[src/rtl/switch_debouncer.sv]
// ----------------------------------------------------------------------------
// switch_debouncer
//   Input conditioning for raw board switches feeding the memory-mapped I/O
//   block. Each bit passes through a 2-flop synchroniser and then a
//   stability filter. A new level is accepted only after the synchronised
//   input has differed from the current debounced level for STABLE_CYCLES
//   consecutive clock edges. Each accepted change also emits a one-cycle
//   rise or fall pulse for that bit.
//
// Parameters
//   N_SW           number of switch bits (>= 1)
//   STABLE_CYCLES  consecutive mismatched edges needed to accept (>= 1)
//
// Ports
//   clk         system clock, all flops on the rising edge
//   reset_n     synchronous active-low reset
//   sw_raw      raw switch pins, asynchronous to clk
//   sw_db       debounced level (registered)
//   sw_rise     one-cycle pulse per bit on an accepted 0->1 change (registered)
//   sw_fall     one-cycle pulse per bit on an accepted 1->0 change (registered)
//   any_change  OR of all rise/fall pulses
// ----------------------------------------------------------------------------
module switch_debouncer #(
  parameter int N_SW          = 4,
  parameter int STABLE_CYCLES = 50000
) (
  input  logic            clk,
  input  logic            reset_n,
  input  logic [N_SW-1:0] sw_raw,
  output logic [N_SW-1:0] sw_db,
  output logic [N_SW-1:0] sw_rise,
  output logic [N_SW-1:0] sw_fall,
  output logic            any_change
);

  // Counter wide enough to hold STABLE_CYCLES-1. The guard keeps the width
  // legal so that the parameter error below is what reports a bad setting.
  localparam int CNT_W = (STABLE_CYCLES < 1) ? 1 : $clog2(STABLE_CYCLES + 1);
  localparam logic [CNT_W-1:0] CNT_MAX = CNT_W'(STABLE_CYCLES - 1);
  localparam logic [CNT_W-1:0] CNT_ONE = CNT_W'(1);

  if (STABLE_CYCLES < 1 || N_SW < 1) begin : g_param_err
    $error("switch_debouncer: STABLE_CYCLES and N_SW must both be >= 1");
  end

  logic [N_SW-1:0]  sync1_r;
  logic [N_SW-1:0]  sync2_r;
  logic [CNT_W-1:0] cnt_r [N_SW];

  // Synchroniser chain plus per-bit stability counters and event pulses.
  always_ff @(posedge clk) begin
    if (!reset_n) begin
      sync1_r <= '0;
      sync2_r <= '0;
      sw_db   <= '0;
      sw_rise <= '0;
      sw_fall <= '0;
      for (int i = 0; i < N_SW; i++) begin
        cnt_r[i] <= '0;
      end
    end else begin
      sync1_r <= sw_raw;
      sync2_r <= sync1_r;
      for (int i = 0; i < N_SW; i++) begin
        if (sync2_r[i] == sw_db[i]) begin
          // Input agrees with the accepted level: any mismatch run is over.
          cnt_r[i]   <= '0;
          sw_rise[i] <= 1'b0;
          sw_fall[i] <= 1'b0;
        end else if (cnt_r[i] == CNT_MAX) begin
          // Mismatch has held long enough: take the new level and flag it.
          sw_db[i]   <= sync2_r[i];
          cnt_r[i]   <= '0;
          sw_rise[i] <= sync2_r[i];
          sw_fall[i] <= ~sync2_r[i];
        end else begin
          cnt_r[i]   <= cnt_r[i] + CNT_ONE;
          sw_rise[i] <= 1'b0;
          sw_fall[i] <= 1'b0;
        end
      end
    end
  end

  // Pulses are registered, so this OR adds no extra state.
  assign any_change = |(sw_rise | sw_fall);

endmodule

[config.mk]
export PLATFORM = sky130hd
export DESIGN_NAME = switch_debouncer
export DESIGN_NICKNAME = d
export VERILOG_FILES = /design/src/rtl/switch_debouncer.sv
export SDC_FILE = /design/constraint.sdc
export NUM_CORES = 1
export LEC_CHECK = 0
export CAP_MARGIN = 15
export CORE_MARGIN = 1.5
export CORE_UTILIZATION = 53
export DETAILED_ROUTE_END_ITERATION = 8
export PLACE_DENSITY = 0.73
export SYNTH_ARGS = -nofsm -noshare
export SYNTH_HDL_FRONTEND = slang
export SYNTH_SLANG_ARGS = --single-unit
[constraint.sdc]
create_clock -name clk -period 2.75 [get_ports clk]
set_input_delay 0.275 -clock clk [delete_from_list [all_inputs] [get_ports clk]]
set_output_delay 0.275 -clock clk [all_outputs]
set_load 0.01 [all_outputs]
==> key figures, run 1 <==
Outcome
  • Outcome: completed

Detailed routing
  • Vias per inst: 4.87
  • DRT iter0 DRCs: 129
  • Remaining antenna violation count after routing: 0
  • Post-Route WL: 6670 um
  • Avg WL per Cell: 11.6 um
  • DR pass1 iterations: 4
  • Drc violations: 0
  • Vias: 2810

Clock network
  • Post-CTS sizing: 0
  • CTS sink cnt: 84
  • Root Driver: clkbuf_8
  • TritonCTS clock tree: yes
  • Num CTS Buffers: 9
  • H-tree Lvls: 3
  • Post-CTS Setup Inserts: 0
  • Maximum buffer depth of the clock tree: 2
  • Clock transition at path regs: 0.08 ns
  • Hold buffer count at CTS: 0
  • Clock Latency Late Sink: 0.34 ns

Synth
  • #FFs+latches synth: 84
  • Synth unique cells: 36
  • Asr flop ratio synth: 0%
  • Number of synthesized flops with an enable pin: 64
  • Gate Count Post-Synth: 382
  • Top_reg_cell synth: edfxtp_1
  • Avg Cell Area, Syn: 10.8 um2
  • Area of the mapped netlist: 4140 um2
  • Sequential element share of the synthesized area: 56.1%
  • Syn. warnings: 0

Setup path
  • Worst endpoint required time: 2.82 ns
  • Critical Path AT: 2.47 ns
  • Crit Path Class: reg -> reg
  • Critical Path End Type: flop
  • Worst setup SP type: flop
  • Crit path depth: 4
  • Crit. Startpoint: cnt_r[2][10]
  • Worst-path cell chain: or4_1 > or4_4 > o211ai_4 > nor2_1
  • Worst Setup EP: cnt_r[2][3]
  • Reg2Reg Setup Slack: 0.36 ns
  • R2r endpoint: cnt_r[2][3]
  • R2r worst-path depth: 4
  • Crit path max-delay cell type: or4_1
  • Worst-path fanout max: 16
  • Max stage delay on crit path: 0.56 ns
  • Top delay family on crit path: simple AND/OR/NAND/NOR gates
  • Worst Path Buf+Inv: 0
  • Worst r2r src: cnt_r[2][10]

Floorplan
  • Initial Util: 54.1%
  • Die Y-Extent: 91.4 um
  • Rows: 32
  • Die W: 91.4 um
  • Io pins: 19
  • Core box area: 7650 um2
  • Die area: 8350 um2

GRT
  • Total grt overflow: 0
  • GRT Overall Usage: 18.2%
  • First-pass GRT wire length: 12300 um
  • Largest net degree at the start of global routing: 19
  • Antenna violations before repair: 0
  • Vias in the first global route: 2740

Pwr
  • Power Dens Cells: 483 nW/um2
  • Maximum vdd drop: 0.000275 V
  • Leakage: 1.67 nW

STA
  • TNS Setup: 0 ns
  • Relative slew slack: 55.6%
  • Fmax: 418 MHz
  • Tcrit/Tclk final: 87.1%
  • RSZ-0062 raised after global routing: false
  • Clk_skew: 0.0157 ns
  • Max Transition Viols Final: 0
  • Final setup fails: 0
  • Min Tclk post-route: 2.39 ns
  • Worst-Margin Slew: 0.664 ns
  • Final Hold Viols: 0

Placement
  • Area after DPL: 4660 um2
  • I/O Buffers: 18
  • Dpl hpwl: 4870 um
  • RePlAce Congestion: 0.834

Layout
  • Design area: 4820 um2
  • Area grow syn2layout: 16.5%
  • Diodes inserted: 0
  • Layout cells sized above 1: 4.63%
  • Final nets: 480
  • Filler instances: 642

Min path
  • Worst hold path class: reg -> reg

Job
  • MaxCap Viol Count: 0
[synthesized netlist by cell type (8+ instances only)]
| master | n | area share (%) |
|---|---|---|
| xor2_1 | 8 | 1.7 |
| inv_1 | 14 | 1.3 |
| nor3_1 | 13 | 1.6 |
| xnor2_1 | 51 | 11 |
| nand4_1 | 12 | 1.8 |
| edfxtp_1 | 64 | 46 |
| nor4_1 | 18 | 2.7 |
| nand2_1 | 20 | 1.8 |
| nor2_1 | 85 | 7.7 |
| and2_1 | 8 | 1.2 |
| dfxtp_1 | 20 | 9.7 |
| nand3_1 | 21 | 2.5 |
[layout by cell type (no fill, tap or decap), drive strengths merged]
cell	netlist	layout
nand3b	1	1
clkbuf	2	14
inv	14	15
or4	6	6
nor3b	2	2
nor3	13	13
conb	1	64
nand4b	3	3
xor2	8	8
nor2b	2	2
clkinv	0	1
dfxtp	20	20
and3	2	2
nor2	85	85
nand3	22	22
nand2b	2	2
mux2i	4	4
clkdlybuf4s50	0	18
edfxtp	64	64
o211ai	3	3
nor4	18	18
or4b	4	4
xnor2	51	51
nand2	20	20
nand4	12	12
and2	8	8
or2	1	1
and4b	4	4
ha	4	4
or4bb	1	1
nor4b	1	1
buf	4	2
[state kept, by name (all words and copies together) (netlist names)]
signal / cells
sw_fall: 4
sync1_r: 4
cnt_r: 64
sw_db: 4
sync2_r: 4
sw_rise: 4
[metal layers]
metal  global-route usage [%]  vias to the layer above  part of all wire (%)
met1                     25.4                     1287                    49
met3                     3.27                       11                   2.8
met4                     6.77                        0                   1.7
met2                     28.5                       44                    47
met5                        0                        -                     0
li1                         -                     1468                     -
[stage by stage]
stage	instances	hold slack [ns]	power, mW	setup WS, ns	util (%)
6_report	577	0.436	2.33	0.355	63.1
5_1_grt	577	0.454	2.43	0.239	63.1
4_1_cts	577	0.438	2.35	0.329	63.1
3_5_place_dp	561	0.421	1.59	0.364	60.9
3_3_place_gp	561	0.418	1.59	0.433	60.9
2_1_floorplan	445	0.402	1.56	0.557	-
[report_power, final]
group          internal, mW  switching [mW]  leakage [nW]
Combinational        0.0490          0.0588         0.766
Sequential             1.41          0.0488         0.823
Clock                 0.354           0.409        0.0850
Total                  1.81           0.516          1.67
[logic make-up after synthesis]
family / after synthesis / synth area share, %
multiplexers: 4 / 0.967
flip-flops: 84 / 56.1
other: 1 / 0.0906
adder cells (fa/ha/maj): 4 / 1.21
AND/OR/NAND/NOR: 207 / 25.6
buffers and inverters: 20 / 2.21
AO/OA/AOI/OAI: 3 / 1.33
XOR/XNOR: 59 / 12.5
[how the worst min path moves through the flow]
stage	slack (ns)	from	cells after the start	end
3_5_place_dp	0.42	sync1_r[2]	1	sync2_r[2]
2_1_floorplan	0.40	sw_raw[0]	1	sync1_r[0]
4_1_cts	0.44	sync1_r[2]	1	sync2_r[2]
5_1_grt	0.45	sync1_r[0]	1	sync2_r[0]
3_3_place_gp	0.42	sync1_r[3]	1	sync2_r[3]
6_report	0.44	sync1_r[3]	1	sync2_r[3]
[final cells by class]
| cell class | instances | area, um2 | share of cell area, % |
|---|---|---|---|
| Timing Repair Buffer | 20 | 195 | 4.05 |
| Inverter | 14 | 52.6 | 1.09 |
| Clock inverter | 2 | 11.3 | 0.233 |
| Tap cell | 102 | 128 | 2.65 |
| Multi-Input combinational cell | 341 | 1960 | 40.7 |
| Sequential cell | 84 | 2320 | 48.1 |
| Clock buffer | 14 | 153 | 3.16 |
Note: power is estimated with default switching activity, not from simulation.
==> inputs of run 2 (changes only) <==
- SLEW_MARGIN: unset -> 20
==> results of run 2 <==
Final layout, timing and power as in run 1 (identical DEF).
==> inputs of run 3 (changes only) <==
- CTS_CLUSTER_SIZE: unset -> 28
==> results of run 3 <==
Final layout, timing and power as in run 1 (identical DEF).
